$ cat src/rtl/ysyx_22040127_fetch_pkg.sv
// Shared definitions for the instruction-fetch stage: IF->ID bus width,
// default reset PC, FSM state encodings and small bus/PC helpers.
package ysyx_22040127_fetch_pkg;

  // {inst[31:0], pc[31:0]}, instruction in the upper half
  localparam int IF_TO_ID_WIDTH = 64;

  localparam logic [31:0] RESET_PC_DEFAULT = 32'h8000_0000;

  // Fetch FSM encodings (kept as plain constants for legacy compatibility)
  localparam logic [0:0] S_REQ  = 1'b0;
  localparam logic [0:0] S_WAIT = 1'b1;

  // Sequential successor of a fetch PC (fixed 4-byte instructions)
  function automatic logic [31:0] next_seq_pc(input logic [31:0] pc);
    return pc + 32'd4;
  endfunction

  // Pack an instruction and its PC into the IF->ID bus layout
  function automatic logic [IF_TO_ID_WIDTH-1:0] pack_if_bus(input logic [31:0] inst,
                                                             input logic [31:0] pc);
    return {inst, pc};
  endfunction

endpackage

$ cat src/rtl/ysyx_22040127_fetch_slot.sv
// Single-entry output register between fetch and decode: a valid bit plus
// the bus payload, with load / consume / kill controls. Written as a
// standalone block so it can later be replicated into a deeper fetch buffer.
module ysyx_22040127_fetch_slot
  import ysyx_22040127_fetch_pkg::*;
#(
  parameter int W = IF_TO_ID_WIDTH
) (
  input  logic         clk,
  input  logic         rst,
  input  logic         load,
  input  logic         consume,
  input  logic         kill,
  input  logic [W-1:0] load_bus,
  output logic         valid,
  output logic [W-1:0] bus
);

  logic         valid_q;
  logic [W-1:0] bus_q;

  // Occupancy: kill dominates, a load refills even if the old entry leaves
  always_ff @(posedge clk or posedge rst) begin
    if (rst) begin
      valid_q <= 1'b0;
    end else if (kill) begin
      valid_q <= 1'b0;
    end else if (load) begin
      valid_q <= 1'b1;
    end else if (consume) begin
      valid_q <= 1'b0;
    end
  end

  // Payload: only written on load, so a stalled entry stays stable
  always_ff @(posedge clk or posedge rst) begin
    if (rst) begin
      bus_q <= '0;
    end else if (load) begin
      bus_q <= load_bus;
    end
  end

  assign valid = valid_q;
  assign bus   = bus_q;

endmodule

$ cat src/rtl/ysyx_22040127_fetch.sv
// Instruction-fetch stage: owns the PC, issues single-outstanding requests to
// instruction memory and presents each returned instruction with its PC on the
// IF->ID valid/allowin interface. Taken branches/jumps from ID redirect the PC,
// kill the output slot and discard any wrong-path response still in flight.
// Optional build macro FETCH_PERF_CNT_EN adds perf_fetch_cnt / perf_stall_cnt.
module ysyx_22040127_fetch
  import ysyx_22040127_fetch_pkg::*;
#(
  parameter logic [31:0] RESET_PC = RESET_PC_DEFAULT
) (
  input  logic                      clk,
  input  logic                      rst,
  input  logic                      id_allowin,
  output logic                      if_to_id_valid,
  output logic [IF_TO_ID_WIDTH-1:0] if_to_id_bus,
  input  logic                      id_branch_fire,
  input  logic                      id_branch_taken,
  input  logic [31:0]               id_branch_result,
  output logic                      imem_req_valid,
  input  logic                      imem_req_ready,
  output logic [31:0]               imem_req_addr,
  input  logic                      imem_resp_valid,
  input  logic [31:0]               imem_resp_data
`ifdef FETCH_PERF_CNT_EN
  ,
  output logic [63:0]               perf_fetch_cnt,
  output logic [63:0]               perf_stall_cnt
`endif
);

  logic [0:0]  state_q;
  logic [0:0]  state_d;
  logic [31:0] pc_q;
  logic [31:0] req_pc_q;
  logic        drop_q;
  logic        out_valid_q;

  logic        redirect;
  logic        out_fire;
  logic        can_issue;
  logic        req_fire;
  logic        resp_take;
  logic        slot_load;
  logic        in_req;
  logic        in_wait;

  assign in_req  = (state_q == S_REQ);
  assign in_wait = (state_q == S_WAIT);

  // A taken control transfer leaving ID makes everything younger wrong-path
  assign redirect = id_branch_fire & id_branch_taken;

  // The slot is hidden combinationally in the redirect cycle so ID never
  // sees the wrong-path instruction
  assign if_to_id_valid = out_valid_q & ~redirect;
  assign out_fire       = if_to_id_valid & id_allowin;

  // Only fetch when the result has somewhere to go: slot empty or draining now
  assign can_issue      = ~out_valid_q | out_fire;
  assign imem_req_valid = ~rst & in_req & can_issue;
  assign imem_req_addr  = pc_q;
  assign req_fire       = imem_req_valid & imem_req_ready;

  // Responses are only meaningful while waiting; one arriving in S_REQ is a
  // leftover from before a reset and is ignored
  assign resp_take = in_wait & imem_resp_valid;
  assign slot_load = resp_take & ~drop_q & ~redirect;

  // Next-state: request accepted -> wait, response returned -> request again
  always_comb begin
    state_d = state_q;
    if (in_req) begin
      if (req_fire) state_d = S_WAIT;
    end else begin
      if (imem_resp_valid) state_d = S_REQ;
    end
  end

  // FSM state register
  always_ff @(posedge clk or posedge rst) begin
    if (rst) begin
      state_q <= S_REQ;
    end else begin
      state_q <= state_d;
    end
  end

  // PC: redirect wins over the sequential advance of an accepted request
  always_ff @(posedge clk or posedge rst) begin
    if (rst) begin
      pc_q <= RESET_PC;
    end else if (redirect) begin
      pc_q <= id_branch_result;
    end else if (req_fire) begin
      pc_q <= next_seq_pc(pc_q);
    end
  end

  // PC of the outstanding request, paired with its instruction on return
  always_ff @(posedge clk) begin
    if (req_fire) begin
      req_pc_q <= pc_q;
    end
  end

  // Drop flag: marks the outstanding request as wrong-path when a redirect
  // arrives before its response; a response in the redirect cycle itself is
  // discarded directly through slot_load instead
  always_ff @(posedge clk or posedge rst) begin
    if (rst) begin
      drop_q <= 1'b0;
    end else if (resp_take) begin
      drop_q <= 1'b0;
    end else if (redirect && (req_fire || in_wait)) begin
      drop_q <= 1'b1;
    end
  end

  ysyx_22040127_fetch_slot #(
    .W (IF_TO_ID_WIDTH)
  ) u_slot (
    .clk      (clk),
    .rst      (rst),
    .load     (slot_load),
    .consume  (out_fire),
    .kill     (redirect),
    .load_bus (pack_if_bus(imem_resp_data, req_pc_q)),
    .valid    (out_valid_q),
    .bus      (if_to_id_bus)
  );

`ifdef FETCH_PERF_CNT_EN
  // Delivered-instruction counter
  always_ff @(posedge clk or posedge rst) begin
    if (rst) begin
      perf_fetch_cnt <= 64'd0;
    end else if (out_fire) begin
      perf_fetch_cnt <= perf_fetch_cnt + 64'd1;
    end
  end

  // Backpressure counter: slot full but decode not accepting
  always_ff @(posedge clk or posedge rst) begin
    if (rst) begin
      perf_stall_cnt <= 64'd0;
    end else if (out_valid_q && !id_allowin) begin
      perf_stall_cnt <= perf_stall_cnt + 64'd1;
    end
  end
`endif

endmodule

$ cat config.mk
export PLATFORM = sky130hd
export DESIGN_NAME = ysyx_22040127_fetch
export DESIGN_NICKNAME = d
export VERILOG_FILES = /design/src/rtl/ysyx_22040127_fetch_pkg.sv /design/src/rtl/ysyx_22040127_fetch_slot.sv /design/src/rtl/ysyx_22040127_fetch.sv
export SDC_FILE = /design/constraint.sdc
export NUM_CORES = 1
export LEC_CHECK = 0
export BUFFER_PORTS_ARGS = -buffer_cell sky130_fd_sc_hd__buf_2
export CAP_MARGIN = 5
export CORE_AREA = 2 2 127 117
export DETAILED_ROUTE_END_ITERATION = 6
export DIE_AREA = 0 0 129 119
export MAX_ROUTING_LAYER = met4
export PLACE_DENSITY = 0.68
export SLEW_MARGIN = 20
export SYNTH_ARGS = -nofsm -noshare
export SYNTH_HDL_FRONTEND = slang
export SYNTH_SLANG_ARGS = --single-unit
$ cat constraint.sdc
create_clock -name clk -period 4.86 [get_ports clk]
set_input_delay 0.972 -clock clk [delete_from_list [all_inputs] [get_ports clk]]
set_output_delay 0.972 -clock clk [all_outputs]
set_load 0.01 [all_outputs]
## Yosys cells after proc, flatten, opt, wreduce, memory -nomap -nowiden

Index checks and enable logic that the tools add are counted.

| cells by class | value |
|---|---|
| muxes and demuxes | 10 |
| bitwise gates (word level) | 15 |
| reductions and logical operators | 5 |
| $add $sub $neg | 1 |

Operators with widths:

| kind | number |
|---|---|
| $mux W32 | 2 |
| $add A32 B3 Y32 const B | 1 |
| $and A1 B1 Y1 | 9 |
| $mux W1 | 8 |
| $not A1 Y1 | 5 |
| $reduce_bool A2 Y1 | 2 |
| $reduce_bool A3 Y1 | 1 |
| $logic_and A1 B1 Y1 | 1 |
| $logic_or A1 B1 Y1 | 1 |
| $or A1 B1 Y1 | 1 |

| word-level totals | value |
|---|---|
| bits of input ports | 71 |
| flip-flop bits (word level) | 131 |

## Longest topological paths before layout

| depth | value |
|---|---|
| depth in word-level cells | 11 |
| gate-level depth with buffers | 7 |
| mapped depth without buffers | 5 |

## Modules after synthesis

Synthesis repeated with hierarchy kept, for this count alone.

| second synthesis, totals | value |
|---|---|
| cells, all modules | 397 |
| area, all modules | 5554.1 µm² |

Modules (own cells, without submodules):

| module | area an instance (µm²) | instances | seq. area each (µm²) | cells an instance |
|---|---|---|---|---|
| ysyx_22040127_fetch | 2931.6 | 1 | 1813.0 | 257 |
| ysyx_22040127_fetch_slot | 2622.5 | 1 | 1626.6 | 140 |

## Least setup slack after synthesis

OpenSTA, ideal clock, no wires.

| timing | value |
|---|---|
| path type | in2out |
| start point | in id_branch_fire |
| end point | out if_to_id_valid |
| required time | 3.888 ns |
| path slack | 1.964 ns |
| cell stages on the path | 5 |
| arrival time | 1.924 ns |
| cell sequence | and2_1 clkbuf_1 clkbuf_1 clkbuf_1 nor2_1 |

| between the ends | value |
|---|---|
| cells in the longest elaborated chain, start to end | 3 |

RTL lines:

| what | RTL line | text |
|---|---|---|
| from (decl) | ysyx_22040127_fetch.sv:16 | `input logic id_branch_fire,` |
| $and A1 B1 Y1 | ysyx_22040127_fetch.sv:51 | `assign redirect = id_branch_fire & id_branch_taken;` |
| $not A1 Y1 | ysyx_22040127_fetch.sv:55 | `assign if_to_id_valid = out_valid_q & ~redirect;` |
| $and A1 B1 Y1 | ysyx_22040127_fetch.sv:55 |  |
| to (decl) | ysyx_22040127_fetch.sv:14 | `output logic if_to_id_valid,` |

No other way between the ends.

## Final worst setup path

| timing | value |
|---|---|
| start point | reg pc_q[2] (netlist: imem_req_addr[2]) |
| end point | reg pc_q[26] (netlist: imem_req_addr[26]) |

| between the ends | value |
|---|---|
| cells in the longest elaborated chain, start to end | 3 |

RTL lines:

| what | RTL line | text |
|---|---|---|
| from (decl) | ysyx_22040127_fetch.sv:33 | `logic [31:0] pc_q;` |
| from (signal assigned) | ysyx_22040127_fetch.sv:93 | `pc_q <= id_branch_result;` |
| from (signal assigned) | ysyx_22040127_fetch.sv:95 | `pc_q <= next_seq_pc(pc_q);` |
| $add A32 B3 Y32 | ysyx_22040127_fetch_pkg.sv:16 | `return pc + 32'd4;` |
| $mux W32 | ysyx_22040127_fetch.sv:94 | `end else if (req_fire) begin` |
| $mux W32 | ysyx_22040127_fetch.sv:92 | `end else if (redirect) begin` |

No other way between the ends. The select of a mux whose other input is x is not followed.
A chain may end at the register's enable or synchronous reset.

==> metrics.txt <==
Mapped Area 0.00553 mm^2; ys flop type dfrtp_1; # clock sinks 131; syn avg cell area 12.8 um^2; arrival time worst endpoint 3.30 ns; pre-CTS setup slack 1.71 ns; FF+latch count, synth 131; Min Clock Period, post-route 2.96 ns; Synth top cells by count dfrtp_1 (98), mux2_2 (64), edfxtp_1 (32), nand2_1 (27), clkbuf_1 (22); yosys warns 0; CP max-delay cell or4_1; drt wl/cell 17.0 um; synth top area cells dfrtp_1 (44%), edfxtp_1 (17%), mux2_2 (13%); Area growth syn-to-layout 30.4%; count leader, synth dfrtp_1; Worst Skew 0.00492 ns; Setup WS post-layout 1.90 ns; synth unique cells 47; die area 0.0154 mm^2; post-CTS sizing 0; FMAX 338 MHz; Final GP Congestion 0.862; CP top delay family simple AND/OR/NAND/NOR gates; Num CTS Buffers 17; TritonCTS clock tree yes; Setup TNS Final 0 ns; Final ANT Viol Nets 0; Finish-stage setup viols 0; chip width 129 um; wire length of the first global-routing pass 22000 um; Final Hold Fails 0; core area 0.0142 mm^2; Final Max Slew Viols 0; CP Max Fanout 11; post-synthesis sequential area ratio 0.622; Synth top area share 0.444; drt pass-1 iters 4; vias in the first global route 4214; Worst Hold Class reg2reg; die span in y 119 um; VDD IR-drop max 0.322 mV; syn nets 504; status finished clean; row count 42; share of cells above drive strength 1 0.453; crit-path most repeated cell or4_1; RSZ-0062 raised after global routing no; port bufs 168; Worst-Skew Late Latency 0.42 ns; GRT Residual Overflow 0; Clock Path Buffers 2; Final nets 671; ANT cells 0; mux cell area share after synthesis 0.132; Bufs and invs on worst path 0; total global-route track usage 0.194; largest net degree at the start of global routing 64; largest family of logic cells by synthesized area multiplexers; CP Class reg2reg; # IOs 169; total power 4.00 mW; max_slew headroom 0.307; Hold WS 0.475 ns; Critical Path, Cell by Cell ha_1 -> nand4_1 -> or4_1 -> or4_1 -> a31oi_1; max_cap viols 0; Synth Instances 432; element type at the critical path start flip-flop; area share of and/or/nand/nor cells after synthesis 0.121; compound-cell area share of the yosys netlist 0.0885; largest area contributor in the netlist dfrtp_1; Slew @ Worst Pin 1.04 ns; Setup Fix Bufs, Post-CTS 0; Post-synth EDFFs 32; PD cells 555 mW/mm^2; WL final 13800 um; hold-fix buffers at CTS 0; clk root buf clkbuf_16; WP data required 5.20 ns; CP endpoint kind flip-flop; static leakage 3.07 nW; post-synthesis adder-cell area fraction 0.00226; H-Tree Depth 4; Initial Utilization 0.388; Post-synth ARST share 0.756; vias per inst 5.26; slowest stage delay, CP 0.80 ns; Tcrit/Tclk final 0.609; number of DRC markers in iteration 0 271; Synth Area in XOR/XNOR 0.00950; via count 4262; Post-DP HPWL 9690 um; DRC violations left 0; initial antenna violation count 0; clk slew on worst S/H paths 0.06 ns
[where the power goes]
group          total [mW]  switching (mW)  internal, mW
clock                1.37           0.473         0.899
sequential           1.67           0.210          1.46
combinational       0.957           0.474         0.483
[worst register-to-register path, cell delays in order, from the launching register on]
cell     delay, ns
dfrtp_1       0.60
ha_1          0.34
nand4_1       0.44
or4_1         0.80
or4_1         0.52
a31oi_1       0.18
[cells by family after synthesis]
kind of cell	after synthesis
and+or+nand+nor	125
muxes	65
buffers and inverters	34
AOI/OAI and AO/OA	70
adders and majority gates	1
DFF	131
xor gates and xnor gates	6
[path summary, 6_finish.rpt]
check | start | endpoint | slack [ns] | cells after the start
worst max register to register | imem_req_addr[2] | imem_req_addr[26] | 1.90 | 5
worst min-delay path | req_pc_q[17] | u_slot.bus[17] | 0.47 | 1
min in group asynchronous | rst | imem_req_addr[5] | 0.74 | 2
worst min register to register | req_pc_q[17] | u_slot.bus[17] | 0.47 | 1
max in group asynchronous | rst | u_slot.bus[32] | 3.13 | 3
worst max-delay path | imem_req_addr[2] | imem_req_addr[26] | 1.90 | 5
[metrics by stage]
stage | util | cell area, um^2 | std cells
after floorplan | - | 5530 | 432
after global placement | 0.461 | 6560 | 778
after detailed placement | 0.461 | 6560 | 778
after CTS | 0.506 | 7210 | 810
after global routing | 0.506 | 7210 | 810
final | 0.506 | 7210 | 810
[registers in the layout (all words and copies together), names as in the netlist]
register       cells
u_slot.valid       1
in_wait            1
imem_req_addr     32
req_pc_q          32
drop_q             1
u_slot.bus        64
[layout by cell type, fill, tap and decap left out, types with 11 or more instances in the layout]
cell type / n
buf_2: 168
dfrtp_1: 98
mux2_2: 64
edfxtp_1: 32
nand2_1: 27
nand3_1: 21
nor2_1: 21
or4_1: 18
a31oi_1: 17
clkbuf_16: 17
o21ai_0: 12
o31ai_1: 11
[layout make-up]
type	count	area (um^2)
well taps	198	248
inverters	8	32.5
clock inverters	12	179
repair buffers	174	886
fillers	1257	7030
clock buffers	20	467
flip-flops and latches	131	3440
multi-input cells	267	1960
[layer usage]
layer | vias up | global-route usage | part of all wire
met5 | - | - | 0
met4 | 0 | 0.0740 | 0.016
met3 | 16 | 0.0503 | 0.069
met2 | 201 | 0.281 | 0.47
met1 | 2077 | 0.263 | 0.45
li1 | 1968 | - | -
(Power assumes the default switching activity.)
